`config.mk`:
```
export PLATFORM = sky130hd
export DESIGN_NAME = usr_shift_engine
export DESIGN_NICKNAME = d
export VERILOG_FILES = /design/src/rtl/usr_shift_engine.sv
export SDC_FILE = /design/constraint.sdc
export NUM_CORES = 1
export LEC_CHECK = 0
export ABC_CLOCK_PERIOD_IN_PS = 1500
export CAP_MARGIN = 20
export CORE_MARGIN = 5
export CORE_UTILIZATION = 47
export CTS_BUF_LIST = sky130_fd_sc_hd__clkbuf_8
export DETAILED_ROUTE_END_ITERATION = 8
export HOLD_SLACK_MARGIN = 0.08
export PLACE_DENSITY = 0.86
export SLEW_MARGIN = 20
export SYNTH_ARGS = -nofsm -noshare
export SYNTH_HDL_FRONTEND = slang
export SYNTH_SLANG_ARGS = --single-unit
```
`constraint.sdc`:
```
create_clock -name clk -period 1.5 [get_ports clk]
set_input_delay 0.3 -clock clk [delete_from_list [all_inputs] [get_ports clk]]
set_output_delay 0.3 -clock clk [all_outputs]
set_load 0.05 [all_outputs]
```
`src/rtl/usr_shift_engine.sv`:
```
// usr_shift_engine: command-driven universal shift register with load, bit-serial shifts and a done pulse
module usr_shift_engine #(
  parameter int WIDTH = 8,
  parameter int CNT_W = 4
) (
  input  logic             clk,
  input  logic             clr_n,
  input  logic             cmd_valid,
  output logic             cmd_ready,
  input  logic [1:0]       cmd_op,
  input  logic [CNT_W-1:0] cmd_cnt,
  input  logic [WIDTH-1:0] cmd_data,
  input  logic             sin_r,
  input  logic             sin_l,
  output logic [WIDTH-1:0] q,
  output logic             sout_r,
  output logic             sout_l,
  output logic             busy,
  output logic             done
);
  typedef enum logic [1:0] {IDLE, SHIFT, DONE} state_t;
  state_t state_q, state_d;
  logic [WIDTH-1:0] data_q, data_d;
  logic [CNT_W-1:0] rem_q, rem_d;
  logic left_q, left_d;
  logic accept;
  assign cmd_ready = state_q == IDLE;
  assign accept = cmd_valid && cmd_ready;
  assign busy = state_q != IDLE;
  assign done = state_q == DONE;
  assign q = data_q;
  assign sout_r = data_q[0];
  assign sout_l = data_q[WIDTH-1];
  // next-state: accept/dispatch in IDLE, one shift per edge in SHIFT, single-cycle DONE
  always_comb begin
    state_d = state_q;
    data_d = data_q;
    rem_d = rem_q;
    left_d = left_q;
    case (state_q)
      IDLE: if (accept) begin
        state_d = DONE;
        if (cmd_op == 2'b11) data_d = cmd_data;
        else if (cmd_op != 2'b00 && cmd_cnt != '0) begin
          state_d = SHIFT;
          left_d = cmd_op[1];
          rem_d = cmd_cnt;
        end
      end
      SHIFT: begin
        data_d = left_q ? {data_q[WIDTH-2:0], sin_l} : {sin_r, data_q[WIDTH-1:1]};
        rem_d = rem_q - CNT_W'(1);
        state_d = rem_q == CNT_W'(1) ? DONE : SHIFT;
      end
      default: state_d = IDLE;
    endcase
  end
  // state registers; clr_n aborts any command and clears the register immediately
  always_ff @(posedge clk or negedge clr_n) begin
    if (!clr_n) begin
      state_q <= IDLE;
      data_q <= '0;
      rem_q <= '0;
      left_q <= 1'b0;
    end else begin
      state_q <= state_d;
      data_q <= data_d;
      rem_q <= rem_d;
      left_q <= left_d;
    end
  end
endmodule
```
==> flow_metrics.py <==
metrics = {
    "outcome": {
        "status": "completed",
    },
    "placed_design": {
        "post-place-ws_ps": -420.3,
        "gp_congestion": 0.8960,
        "hpwl_mm": 2.174,
        "dp.cells": 165,
        "port_buffers": 31,
    },
    "grt": {
        "busiest_layer": "met2",
        "grt_max_degree": 18,
        "overflow": 0,
        "grt_use_total_pct": 20.40,
        "met2_usage_pct": 36.61,
        "grt_first_pass_wirelength_mm": 4.353,
        "grt_pass1_vias": 1022,
        "grt_use_met1_pct": 21.89,
        "grtUsageMet3_pct": 2.949,
        "antenna_found_initial": 0,
    },
    "power_and_ir_drop": {
        "total_power_uw": 4487,
        "internal-power_uw": 2376,
        "pwr-share-clk_pct": 7.2,
        "peakVddDrop_v": 0.002294,
        "power_frac_seq_pct": 22.1,
        "combPwrFrac_pct": 70.6,
        "swShare_pct": 47.05,
        "p_per_area_mw_per_mm2": 2635,
        "p_switching_uw": 2111,
        "leakage_uw": 0.0007469,
    },
    "clock_tree": {
        "cts_made_buffers": 3,
        "clockBufferDepth": 2,
        "clk_pin_slew_ps": 60,
        "clockRootBuffer": "clkbuf_8",
        "cts_tree": "yes",
        "h-tree-depth": 1,
        "clk_latency_ps": 250,
        "cts_num_sinks": 15,
        "ctsHoldBuffers": 0,
    },
    "die": {
        "coreArea_sq_mm": 0.001942,
        "rows": 16,
        "ios": 32,
        "start_util_pct": 49.10,
        "dieArea_sq_mm": 0.003029,
        "die_y_um": 55.04,
        "die_x_um": 55.04,
    },
    "synthesis": {
        "syn-instance-count": 104,
        "synthesis.area_sq_um": 953.4,
        "synth_seq_cells": 15,
        "ys.flop_type": "dfrtp_1",
        "synth_top_area_share_pct": 39.37,
        "synth_most_common_cell": "dfrtp_1",
        "synthTopCellsByCount": "dfrtp_1, nor2b_1, o21ai_0, nor2_1, o41ai_1",
        "synth-edff-count": 0,
        "synth_area_leaders": "dfrtp_1, o41ai_1, nor2b_1, a211oi_1, o21ai_0",
        "synth_area_per_cell_sq_um": 9.167,
        "yosysWarnings": 0,
        "synth_top_cell_by_area": "dfrtp_1",
        "synth_nets": 125,
        "yosysUniqueCellTypes": 29,
        "async_reset_ff_share_pct": 100.0,
        "ys_seq_area_share_pct": 39.37,
    },
    "setup_path": {
        "critPathLaunchType": "primary input",
        "critPathMaxFanout": 16,
        "reg2regPathDepth": 5,
        "cp_data_arrival_time_ps": 1610,
        "crit_type": "primary input to register",
        "crit_required_ps": 1620,
        "end_kind": "register",
    },
    "routing": {
        "via_per_inst": 6.170,
        "wire_per_inst_um": 19.80,
        "first_pass_iters": 4,
        "drt-initial-drc-count": 11,
        "routed_wl_mm": 3.484,
        "drc": 0,
        "ant_nets": 0,
        "num_vias": 1086,
    },
    "timing": {
        "tightest_slew_ps": 608.9,
        "fin_crit_sh_pct": 99.29,
        "max_freq_ghz": 0.6714,
        "rsz0062_at_grt": "yes",
        "finalSetupViolCount": 0,
        "skew_ps": 2.452,
        "hold_viol_final": 0,
        "period_minus_slack_ps": 1489,
        "layout_setup_ws_ps": 10.66,
        "drv_slew": 0,
        "slew_headroom_pct": 59.41,
    },
    "finish": {
        "fillers": 90,
        "layoutNonFillerInstCount": 176,
        "diodes": 0,
        "nets": 171,
        "drive_gt1_share_pct": 39.60,
        "area_growth_pct": 78.61,
    },
    "min_path": {
        "worstHoldPathType": "primary input to register",
        "holdPathStages": 2,
    },
    "job": {
        "cap_violations": 0,
    },
}
## cells in the final DEF (no fill, tap or decap), types with 2 or more instances in the layout
| master | n |
|---|---|
| buf_6 | 5 |
| o21ai_0 | 10 |
| a211oi_1 | 6 |
| o41ai_1 | 3 |
| o41ai_2 | 6 |
| ha_1 | 2 |
| buf_12 | 14 |
| nor2b_1 | 9 |
| nor2_1 | 8 |
| and3_1 | 2 |
| nor2b_4 | 2 |
| nand2_1 | 4 |
| dlygate4sd2_1 | 5 |
| clkdlybuf4s50_1 | 12 |
| a221o_2 | 3 |
| buf_4 | 14 |
| dfrtp_1 | 14 |
| a211oi_2 | 2 |
| inv_1 | 4 |
| clkbuf_8 | 3 |
## power groups by stage
stage	sequential (uW)	combinational, uW	clock (uW)
after floorplan	1170	1280	0
after global placement	948	2600	0
after detailed placement	969	2680	0
after CTS	968	2730	330
after global routing	1020	3330	358
final	993	3170	325
## registers in the layout, summed over array words and instances (netlist names)
register	cells
q	8
rem_q	4
left_q	1
state_q	2
## worst max-delay path, cell delays in order
cell	delay (ps)
clkdlybuf4s50_1	580
a31oi_1	120
buf_4	210
o21ai_0	270
o41ai_2	120
## metal layers
layer,vias to the layer above,share of wire (%)
met5,-,0
li1,479,-
met2,59,51
met4,0,4.3
met3,14,7.0
met1,534,38
## stage by stage
stage	hold slack (ps)	setup TNS [ps]	instance area [sq um]	util (%)
after floorplan	4.409	-15.56	974.7	-
after detailed placement	541.5	-3744	1493	76.87
final	343.6	0	1703	87.69
after global routing	340.5	-229.7	1703	87.69
after global placement	542.3	-3031	1493	76.87
after CTS	363.5	-2.913	1565	80.61
## what timing repair did
item,in CTS,in global routing
setup buffers,2,5
gates cloned,0,0
resized for setup,10,17
pin swaps,3,4
endpoints found under the setup margin,8,13
## path summary, 6_finish.rpt
kind | slack [ps] | from | endpoint
max reg2reg | 50 | state_q[1] | left_q
max in group asynchronous | 940 | clr_n | state_q[0]
min reg2reg | 610 | rem_q[3] | rem_q[3]
min in group asynchronous | 360 | clr_n | q[1]
max | 10 | cmd_valid | q[0]
min | 340 | cmd_cnt[1] | rem_q[1]
## cell type report
cell class	count	area [sq um]	area share [%]
Inverter	4	15.01	0.8817
Sequential cell	15	376.6	22.12
Clock inverter	1	3.754	0.2204
Tap cell	27	33.78	1.984
Timing Repair Buffer	51	618.1	36.30
Multi-Input combinational cell	75	614.3	36.08
Clock buffer	3	41.29	2.425
## cell families (layout without fill, tap and decap cells)
group                      count (synthesis)  count (layout)  synth area share (%)
adders and majority gates                  2               2                 2.624
buffers and inverters                     14              59                 6.561
and+or+nand+nor                           34              34                 20.34
DFF                                       15              15                 39.37
muxes                                      1               1                 1.574
AOI/OAI and AO/OA                         37              37                 28.61
xor gates and xnor gates                   1               1                0.9188
No activity file was read; power rests on OpenSTA's default activity.
